`src/rtl/ysyx_24080006_pkg.sv`:
```
// Shared definitions for the ysyx_24080006 core: fetch FSM states, reset PC,
// and system instruction encodings that decode matches on.
package ysyx_24080006_pkg;

  typedef enum logic [1:0] {
    REQ      = 2'd0,
    WAIT_RSP = 2'd1,
    HOLD     = 2'd2,
    WAIT_WB  = 2'd3
  } fetch_state_e;

  localparam logic [31:0] RESET_PC_DEFAULT = 32'h8000_0000;

  localparam logic [31:0] INST_ECALL  = 32'h0000_0073;
  localparam logic [31:0] INST_EBREAK = 32'h0010_0073;
  localparam logic [31:0] INST_MRET   = 32'h3020_0073;

  // Instructions are word aligned; the low two bits of a redirect are dropped.
  function automatic logic [31:0] align_pc(input logic [31:0] addr);
    return {addr[31:2], 2'b00};
  endfunction

endpackage

```
`src/rtl/ysyx_24080006_ifu.sv`:
```
// Instruction fetch unit. Issues one read per instruction, hands {inst, pc}
// to decode over valid/ready, then waits for writeback to supply the next PC.
// The idu_* group is the producer side of the fetch-to-decode link (the
// "next" end of the core's uif bundle); it is kept flat here so the unit can
// be wired directly by the core or a bench.
module ysyx_24080006_ifu
  import ysyx_24080006_pkg::*;
#(
  parameter logic [31:0] RESET_PC = RESET_PC_DEFAULT,
  parameter int          XLEN     = 32
) (
  input  logic            clock,
  input  logic            reset,
  // instruction memory
  output logic            mem_req_valid,
  input  logic            mem_req_ready,
  output logic [XLEN-1:0] mem_addr,
  input  logic            mem_rsp_valid,
  input  logic [XLEN-1:0] mem_rsp_data,
  input  logic            mem_rsp_err,
  // decode
  output logic            idu_valid,
  input  logic            idu_ready,
  output logic [XLEN-1:0] idu_inst,
  output logic [XLEN-1:0] idu_pc,
  // writeback
  input  logic            wbu_valid,
  input  logic [XLEN-1:0] wbu_dnpc,
  // status
  output logic            fetch_err,
  output logic [XLEN-1:0] fetch_cnt
);

  fetch_state_e    state_q, state_d;
  logic [XLEN-1:0] pc_q, pc_d;
  logic            mem_req_valid_q, mem_req_valid_d;
  logic            idu_valid_q, idu_valid_d;
  logic [XLEN-1:0] idu_inst_q, idu_inst_d;
  logic [XLEN-1:0] idu_pc_q, idu_pc_d;
  logic            fetch_err_q, fetch_err_d;
  logic [XLEN-1:0] fetch_cnt_q, fetch_cnt_d;

  // State register; reset abandons any request in flight.
  always_ff @(posedge clock) begin
    if (reset) begin
      state_q         <= REQ;
      pc_q            <= RESET_PC;
      mem_req_valid_q <= 1'b0;
      idu_valid_q     <= 1'b0;
      idu_inst_q      <= '0;
      idu_pc_q        <= '0;
      fetch_err_q     <= 1'b0;
      fetch_cnt_q     <= '0;
    end else begin
      state_q         <= state_d;
      pc_q            <= pc_d;
      mem_req_valid_q <= mem_req_valid_d;
      idu_valid_q     <= idu_valid_d;
      idu_inst_q      <= idu_inst_d;
      idu_pc_q        <= idu_pc_d;
      fetch_err_q     <= fetch_err_d;
      fetch_cnt_q     <= fetch_cnt_d;
    end
  end

  // Next-state and registered-output logic. A response is only looked at in
  // WAIT_RSP, so a late response from an aborted request falls on the floor.
  // wbu_valid is only honoured in WAIT_WB.
  always_comb begin
    state_d     = state_q;
    pc_d        = pc_q;
    idu_valid_d = idu_valid_q;
    idu_inst_d  = idu_inst_q;
    idu_pc_d    = idu_pc_q;
    fetch_err_d = 1'b0;
    fetch_cnt_d = fetch_cnt_q;

    case (state_q)
      REQ: begin
        if (mem_req_valid_q && mem_req_ready) state_d = WAIT_RSP;
      end
      WAIT_RSP: begin
        if (mem_rsp_valid) begin
          if (mem_rsp_err) begin
            // drop the data and retry the same pc
            fetch_err_d = 1'b1;
            state_d     = REQ;
          end else begin
            idu_inst_d  = mem_rsp_data;
            idu_pc_d    = pc_q;
            idu_valid_d = 1'b1;
            state_d     = HOLD;
          end
        end
      end
      HOLD: begin
        if (idu_valid_q && idu_ready) begin
          idu_valid_d = 1'b0;
          fetch_cnt_d = fetch_cnt_q + 1'b1;
          state_d     = WAIT_WB;
        end
      end
      WAIT_WB: begin
        if (wbu_valid) begin
          // misaligned redirect is flagged but still fetched, truncated
          pc_d        = align_pc(wbu_dnpc);
          fetch_err_d = |wbu_dnpc[1:0];
          state_d     = REQ;
        end
      end
      default: state_d = REQ;
    endcase

    // request is registered: it is up for exactly the cycles spent in REQ,
    // except the first cycle out of reset
    mem_req_valid_d = (state_d == REQ);
  end

  assign mem_req_valid = mem_req_valid_q;
  assign mem_addr      = pc_q;
  assign idu_valid     = idu_valid_q;
  assign idu_inst      = idu_inst_q;
  assign idu_pc        = idu_pc_q;
  assign fetch_err     = fetch_err_q;
  assign fetch_cnt     = fetch_cnt_q;

endmodule

```
`config.mk`:
```
export PLATFORM = sky130hd
export DESIGN_NAME = ysyx_24080006_ifu
export DESIGN_NICKNAME = d
export VERILOG_FILES = /design/src/rtl/ysyx_24080006_pkg.sv /design/src/rtl/ysyx_24080006_ifu.sv
export SDC_FILE = /design/constraint.sdc
export NUM_CORES = 1
export LEC_CHECK = 0
export ABC_AREA = 1
export ABC_CLOCK_PERIOD_IN_PS = 1290
export CAP_MARGIN = 25
export CORE_MARGIN = 4
export CORE_UTILIZATION = 41
export CTS_BUF_LIST = sky130_fd_sc_hd__clkbuf_4 sky130_fd_sc_hd__clkbuf_8
export DETAILED_ROUTE_END_ITERATION = 6
export PLACE_DENSITY = 0.89
export SKIP_LAST_GASP = 1
export SLEW_MARGIN = 40
export SYNTH_ARGS = -nofsm -noshare
export SYNTH_HDL_FRONTEND = slang
export SYNTH_SLANG_ARGS = --single-unit
```
`constraint.sdc`:
```
create_clock -name clock -period 1.29 [get_ports clock]
set_input_delay 0.258 -clock clock [delete_from_list [all_inputs] [get_ports clock]]
set_output_delay 0.258 -clock clock [all_outputs]
set_load 0.05 [all_outputs]
```
# Word-level counts from Yosys, hierarchy flattened
# Cells that the tools add are included.
[word_totals]
ff_bits = 129
output_inout_bits = 131
[classes]
addsub = 1
n_eq_ne = 6
mux = 14
bitwise_logic = 1
n_reduce_logical = 10
[op_table]
columns = ["cell", "n"]
rows = [
  ["adder 32 x 1 -> 32 bit, second input constant", 1],
  ["two-way mux 2 bit", 5],
  ["one-hot mux 2 bit (4 select lines)", 1],
  ["two-way mux 1 bit", 6],
  ["inequality test 2 bit, second input constant", 3],
  ["equality test 2 bit, second input constant", 2],
  ["zero test 2 bit", 2],
  ["one-hot mux 1 bit (2 select lines)", 2],
  ["AND reduction 2 bit", 2],
  ["AND reduction 4 bit", 1],
  ["AND reduction 3 bit", 1],
  ["equality test 2 x 1 -> 1 bit, second input constant", 1],
  ["logical AND 1 bit", 2],
  ["nonzero test 2 bit", 1],
  ["OR reduction 2 bit", 1],
  ["inverter 1 bit", 1],
]

# Logic depth before layout (Yosys ltp)
# Gate-level depths: netlist (run 1).
[logic_depth]
depth_word = 4
ltp_mapped = 10

# Least setup slack after synthesis (run 1)
# No wires, ideal clock.
[synth_timing]
path_type = "flip-flop to flip-flop"
start = "reg fetch_cnt_q[1], in the netlist fetch_cnt[1]"
end = "reg fetch_cnt_q[16], in the netlist fetch_cnt[16]"
t_arrival_ns = 1.640
slack_ns = -0.460
path_stages_with_launch = 11
path_buffers = 0
period_less_slack_ns = 1.750
cell_sequence = "dfxtp_1 > ha_1 > nand3_1 > inv_1 > nand2_1 > nor2_4 > nand2_1 > nor2_1 > nand2_1 > nand2_1 > nor2_1"
[synth_between]
elab_chain_cells = 1
[synth_lines]
columns = ["item", "line_no", "text"]
rows = [
  ["from (decl)", "ysyx_24080006_ifu.sv:41", "logic [XLEN-1:0] fetch_cnt_q, fetch_cnt_d;"],
  ["from (signal assigned)", "ysyx_24080006_ifu.sv:62", "fetch_cnt_q <= fetch_cnt_d;"],
  ["adder 32 x 1 -> 32 bit", "ysyx_24080006_ifu.sv:99", "fetch_cnt_d = fetch_cnt_q + 1'b1;"],
]
# Every way passes these cells.
# A chain may end at the register's enable or synchronous reset.

# Final worst setup path (run 1)
[layout_timing]
start = "reg fetch_cnt_q[1], in the netlist fetch_cnt[1]"
end = "reg fetch_cnt_q[20], in the netlist fetch_cnt[20]"
# The elaborated chain is that of the path after synthesis.

==> run_results.csv, run 1 <==
group,metric,value,unit
run_status,outcome,"finished, violations left",
run_status,failed_checks,"negative setup slack",
floorplan,die_height,120,µm
floorplan,rows,40,
global_routing,grt_pass1_vias,5977,
worst_setup_path,cpPeakStageDelay,0.39,ns
global_routing,grt_usage,26.4,%
worst_setup_path,critPathKind,"reg2reg",
power_and_ir_drop,powerDensity,860,nW/µm²
worst_setup_path,cp_cell_sequence,"ha_4 > nand3_4 > inv_6 > nand2_4 > nor2_4 > nand3_1 > nor2_1 > nor2_1",
timing,finalSetupTns,-7.99,ns
floorplan,initial_utilization,42.5,%
floorplan,die_area,14500,µm²
cells_and_area,drive_gt1_share,41.3,%
timing,timing.fmax,0.669,GHz
worst_setup_path,cp_data_required_time,1.62,ns
worst_setup_path,cp_slowest_cell,"dfxtp_4",
clock_network,cts_tree,"built",
synthesis,netlist_instances,715,
worst_setup_path,crit_path_start_kind,"flop",
detailed_routing,dr.pass1.iters,5,
timing,finalSetupViolCount,122,
floorplan,fp.dieW,120,µm
flow_run,cap_violations,0,
global_routing,antenna_found_initial,1,
clock_network,htree_levels,4,
clock_network,cts.sinks,129,
synthesis,syn_avg_cell_area,7.22,µm²
cells_and_area,multi_input_area,2610,µm²
detailed_routing,vias,6156,
cells_and_area,syn_to_final_growth,103,%
timing,setup_slack,-0.205,ns
cells_and_area,final_cells,1175,
timing,rsz0062_at_grt,"true",
synthesis,ys_ff_latch,129,
placement,gp_congestion,0.910,
worst_setup_path,end_kind,"flop",
placement,dp_cells,1109,
global_routing,grt_max_degree,42,
clock_network,clkSlewWorstSetupHoldPaths,0.07,ns
timing,drv_slew,0,
clock_network,cts_buffers,17,
placement,port_buffers,197,
timing,period_share,116,%
cells_and_area,seqCellArea,2730,µm²
clock_network,root_buffer,"clkbuf_8",
synthesis,synth_area,5160,µm²
detailed_routing,ant_nets,0,
power_and_ir_drop,p_seq_share,45.1,%
worst_setup_path,path_max_fanout,5,
power_and_ir_drop,p_switching,2200,µW
synthesis,synth.distinct_cells,28,
detailed_routing,drt-vias-per-instance,5.24,
synthesis,seq_area_frac_synth,50.0,%
placement,dp_hpwl,13700,µm
clock_network,max-clock-path-buffers,2,
worst_setup_path,cp_common_cell,"nor2_1",
synthesis,yosysWarnings,0,
cells_and_area,final_nets,1065,
clock_network,worstSkewPairLatency,0.44,ns
floorplan,core,12200,µm²
power_and_ir_drop,internal_power,6800,µW
cells_and_area,fillers,576,
timing,final.setup_skew,0.0117,ns
detailed_routing,remaining_drc_errors,0,
detailed_routing,wl,21600,µm
timing,hold_viol_final,0,
floorplan,ios,202,
timing,period_needed,1.49,ns
worst_hold_path,hold_class,"in2reg",
detailed_routing,first_iter_violations,482,
global_routing,grt_pass1_wl,30400,µm
power_and_ir_drop,clkPwrFrac,43.0,%
global_routing,grt-ovfl-total,0,
detailed_routing,routedWlPerCell,18.4,µm
power_and_ir_drop,swShare,24.5,%
power_and_ir_drop,leakage,0.00416,µW
power_and_ir_drop,p_comb_share,11.9,%
power_and_ir_drop,ir_drop,726,µV
worst_setup_path,worstPathArrival,1.83,ns
## through the flow
step	worst slack [ns]	area [µm²]	utilization, %	hold WS, ns	power [µW]
2_1_floorplan	-0.0938	5290	-	0.371	4570
4_1_cts	-0.0670	9880	81.2	0.343	8970
3_5_place_dp	-0.440	9130	75.1	0.446	5160
6_report	-0.205	10500	86.1	0.367	9000
3_3_place_gp	-0.375	9130	75.1	0.440	5130
5_1_grt	-0.323	10500	86.1	0.362	9250
## cells by family (layout without fill, tap and decap cells)
family	after synthesis	count (layout)	share of synthesized area (%)
buf+inv	82	369	6.93
fa+ha+maj	1	1	0.242
other cells	1	5	0.0726
xor+xnor	1	1	0.170
simple gates	378	379	30.5
flops	129	129	50.0
compound gates	123	123	12.1
## registers in the layout (all words and copies together), names as in the netlist
signal and cells:
state_q 2, fetch_err 1, idu_pc 30, idu_inst 32, mem_req_valid 1, mem_addr 30, fetch_cnt 32, idu_valid 1
## per-layer routing
metal	part of all wire, %	vias to the layer above	routed length [µm]	GRT usage, %
li1	-	2835	-	-
met1	36	2908	7690	27.7
met2	53	334	11500	48.7
met3	7.1	79	1540	6.92
met4	4.1	0	890	13.1
met5	0	-	0	0
## path summary, 6_finish.rpt
check	from	endpoint	slack (ns)	cells past startpoint
min reg2reg	fetch_cnt[2]	fetch_cnt[2]	0.49	1
max reg2reg	fetch_cnt[1]	fetch_cnt[20]	-0.20	8
max	fetch_cnt[1]	fetch_cnt[20]	-0.20	8
min	wbu_dnpc[18]	mem_addr[18]	0.37	3
## cells in the mapped netlist
library cell,n,area share [%]
nor2_1,181,13
nand2_1,135,9.8
dfxtp_1,129,50
o21ai_0,73,7.1
a21oi_1,47,4.6
inv_1,41,3.0
nand3_1,32,3.1
clkbuf_1,15,1.1
buf_2,11,1.1
nand4_1,11,1.3
nor2_4,8,1.7
nor3_1,6,0.58
buf_4,5,0.73
clkbuf_2,5,0.48
inv_2,3,0.22
a31oi_1,1,0.12
buf_8,1,0.29
clkinv_1,1,0.073
conb_1,1,0.073
ha_1,1,0.24
nand2_2,1,0.12
nand2_4,1,0.22
nand3_2,1,0.19
nor2_2,1,0.12
o21ba_2,1,0.19
o21bai_1,1,0.15
or2_2,1,0.12
xor2_1,1,0.17
## cells in the final DEF (no fill, tap or decap), types with 3 or more instances in the layout
| master | netlist | routed |
|---|---|---|
| nand3_4 | 0 | 3 |
| nor2_2 | 1 | 6 |
| buf_8 | 1 | 3 |
| nand3_2 | 1 | 5 |
| dfxtp_4 | 0 | 23 |
| nand2_2 | 1 | 9 |
| nand3_1 | 32 | 25 |
| clkdlybuf4s50_1 | 0 | 70 |
| a21oi_1 | 47 | 28 |
| nor2_4 | 8 | 14 |
| nor2_1 | 181 | 171 |
| dfxtp_2 | 0 | 48 |
| clkbuf_4 | 0 | 3 |
| nand2_4 | 1 | 16 |
| nor3_1 | 6 | 3 |
| nand4_1 | 11 | 11 |
| dfxtp_1 | 129 | 58 |
| clkbuf_16 | 0 | 3 |
| clkbuf_8 | 0 | 19 |
| bufinv_16 | 0 | 4 |
| conb_1 | 1 | 4 |
| nor3_2 | 0 | 3 |
| buf_6 | 0 | 29 |
| o21ai_0 | 73 | 53 |
| clkinv_2 | 0 | 3 |
| nand2_1 | 135 | 111 |
| inv_2 | 3 | 5 |
| buf_4 | 5 | 48 |
| a21oi_2 | 0 | 19 |
| inv_1 | 41 | 35 |
| buf_12 | 0 | 139 |
| o21ai_1 | 0 | 19 |
| inv_4 | 0 | 4 |
## critical path: cells and delay by family, from the launching register on
family        cells  cell delay (ns)
flops             1             0.39
buf+inv           1             0.10
simple gates      6             0.73
fa+ha+maj         1             0.16
## power by group through the flow
stage          Clock (µW)  Combinational, µW  Sequential, µW
4_1_cts              3900               1010            4060
2_1_floorplan           0                239            4330
3_3_place_gp            0                970            4160
3_5_place_dp            0                994            4160
6_report             3870               1070            4060
5_1_grt              4070               1120            4070
## what timing repair did
| action | CTS | global route |
|---|---|---|
| resized for setup | 68 | 137 |
| endpoints found under the hold margin | 0 | 0 |
| hold buffers | 0 | 0 |
| buffers inserted | 16 | 14 |
| setup endpoints to repair | 145 | 166 |
| pin swaps | 17 | 26 |
| gates cloned | 1 | 4 |
## area by class of cell
type                            count  share of cell area (%)
Timing Repair Buffer              292                    41.0
Inverter                           45                    1.83
Antenna cell                        1                  0.0239
Clock inverter                     10                    1.48
Clock buffer                       22                    2.71
Multi-Input combinational cell    508                    24.9
Tap cell                          168                    2.01
Sequential cell                   129                    26.1
Note: power is estimated with default switching activity, not from simulation.
==> inputs of run 2 (changes only) <==
CELL_PAD_IN_SITES_DETAIL_PLACEMENT = 1   (was default)
CELL_PAD_IN_SITES_GLOBAL_PLACEMENT = 1   (was default)
CORE_UTILIZATION = 28   (was 41)
HOLD_SLACK_MARGIN = 0.02   (was default)
PLACE_DENSITY = 0.88   (was 0.89)
==> run_results.csv, run 2 (synthesized netlist as in run 1, its figures left out) <==
group,metric,value,unit
placement,dp_hpwl,16000,µm
cells_and_area,multi_input_area,2790,µm²
cells_and_area,seqCellArea,2790,µm²
worst_setup_path,cp_slowest_cell,"dfxtp_2",
flow_run,cap_violations,0,
global_routing,grt_pass1_wl,34700,µm
worst_setup_path,path_max_fanout,4,
placement,port_buffers,197,
cells_and_area,drive_gt1_share,51.5,%
clock_network,root_buffer,"clkbuf_8",
run_status,outcome,"finished, violations left",
power_and_ir_drop,p_switching,2550,µW
clock_network,max-clock-path-buffers,2,
timing,period_needed,1.57,ns
worst_setup_path,reg2reg_slack,-0.28,ns
cells_and_area,utilization,61.7,%
power_and_ir_drop,total_power,8740,µW
detailed_routing,routedWlPerCell,22.5,µm
timing,finalSetupViolCount,150,
global_routing,grt_usage,21.6,%
worst_setup_path,cpPeakStageDelay,0.33,ns
timing,drv_slew,0,
cells_and_area,final_nets,1094,
clock_network,worstSkewPairLatency,0.45,ns
global_routing,antenna_found_initial,2,
timing,hold_viol_final,0,
worst_setup_path,critPathKind,"reg2reg",
cells_and_area,final_common_cell,"nor2_1",
detailed_routing,ant_nets,0,
power_and_ir_drop,clkPwrFrac,40.1,%
worst_setup_path,crit_family,"simple AND/OR/NAND/NOR gates",
power_and_ir_drop,internal_power,6190,µW
clock_network,cts_tree,"built",
power_and_ir_drop,swShare,29.2,%
worst_setup_path,crit_path_start_kind,"flop",
floorplan,initial_utilization,28.7,%
cells_and_area,most-common-layout-cells,"nor2_1, buf_12, nand2_1",
clock_network,clkSlewWorstSetupHoldPaths,0.08,ns
worst_setup_path,crit_buf_inv,3,
clock_network,cts.sinks,129,
power_and_ir_drop,p_seq_share,46.5,%
worst_setup_path,r2r_start,"state_q[0]",
placement,post-place-ws,-0.498,ns
power_and_ir_drop,p_comb_share,13.5,%
worst_setup_path,cp_common_cell,"nor2_4",
floorplan,core,18000,µm²
clock_network,htree_levels,4,
worst_hold_path,worstHoldPathCells,4,
worst_setup_path,worstPathArrival,1.89,ns
timing,period_share,121,%
clock_network,cts_buffers,17,
worst_hold_path,holdPathEnd,"mem_addr[31]",
global_routing,grt_pass1_vias,6521,
timing,setup_slack,-0.276,ns
run_status,failed_checks,"negative setup slack",
worst_setup_path,cp_data_required_time,1.61,ns
timing,tightest_slew,0.580,ns
detailed_routing,drt-vias-per-instance,5.08,
cells_and_area,syn_to_final_growth,115,%
detailed_routing,remaining_drc_errors,0,
timing,final.setup_skew,0.0120,ns
worst_hold_path,hold_class,"in2reg",
timing,rsz0062_at_grt,"true",
floorplan,ios,202,
timing,finalHoldWorstSlack,0.289,ns
worst_setup_path,cp_cell_sequence,"inv_2 > nand2_4 > nor2_4 > inv_4 > buf_4 > nor2_4 > nand2_2 > o21ai_2 > a21oi_1",
global_routing,grt-ovfl-total,0,
floorplan,die_height,144,µm
placement,dpl_cell_area,9200,µm²
detailed_routing,wl,28400,µm
floorplan,die_area,20700,µm²
detailed_routing,first_iter_violations,334,
placement,gp_congestion,0.821,
floorplan,fp.dieW,144,µm
power_and_ir_drop,ir_drop,610,µV
power_and_ir_drop,powerDensity,786,nW/µm²
worst_hold_path,hold_start,"reset",
worst_setup_path,r2r_end,"fetch_cnt[9]",
power_and_ir_drop,leakage,0.00440,µW
detailed_routing,vias,6428,
cells_and_area,fillers,1908,
timing,timing.fmax,0.638,GHz
timing,slew_headroom,61.3,%
floorplan,rows,49,
detailed_routing,dr.pass1.iters,6,
worst_setup_path,reg2reg_depth,9,
global_routing,grt_max_degree,44,
cells_and_area,finalInstanceArea,11100,µm²
worst_setup_path,end_kind,"flop",
-- run 2: layout make-up --
type	instances	area share, %
tap	229	2.58
timing repair buffer	319	41.8
clock buffer	19	2.29
inverter	45	1.84
antenna	2	0.0450
clock inverter	13	1.12
multi-input combinational	509	25.1
timing repair inverter	1	0.146
sequential	129	25.1
-- run 2: worst min-delay path, stage by stage --
cell and delay (ns):
buf_2 0.10, inv_2 0.06, buf_12 0.18, nand3_2 0.09
-- run 2: layer usage --
metal	GRT usage [%]	vias to the layer above	wire length, µm
li1	-	2913	-
met1	23.3	3168	10200
met2	40.2	257	15500
met3	4.93	90	1400
met4	9.42	0	1370
met5	0	-	0
-- run 2: timing repair --
action,4_1_cts,5_1_grt
hold buffers,0,0
cloned,1,20
buffers inserted,21,21
pin swaps,16,55
setup endpoints to repair,187,176
gates resized for setup,103,248
-- run 2: worst max path at each step --
stage	end	slack, ns	start	cells after the start
floorplan	fetch_cnt[16]	-0.09	fetch_cnt[0]	10
global placement	fetch_cnt[23]	-0.42	idu_ready	9
detailed placement	idu_pc[12]	-0.50	mem_rsp_valid	7
CTS	fetch_cnt[16]	-0.12	state_q[0]	10
global route	fetch_cnt[16]	-0.34	state_q[0]	10
finish	fetch_cnt[9]	-0.28	state_q[0]	9
-- run 2: power by group through the flow --
stage	clock (µW)	sequential [µW]	combinational, µW
5_1_grt	3760	4070	1230
3_3_place_gp	0	4160	961
3_5_place_dp	0	4160	989
6_report	3500	4060	1180
4_1_cts	3490	4060	1000
2_1_floorplan	0	4330	239
-- run 2: metrics by stage --
step / TNS, ns / cells
5_1_grt: -25.66 / 1266
2_1_floorplan: -0.458 / 718
3_3_place_gp: -33.66 / 1176
4_1_cts: -2.97 / 1227
3_5_place_dp: -42.21 / 1176
6_report: -17.85 / 1266
==> inputs of run 3 (changes only) <==
SLEW_MARGIN = default   (was 40)
==> results of run 3 <==
No change in the layout: final DEF, timing and power equal those of run 2.
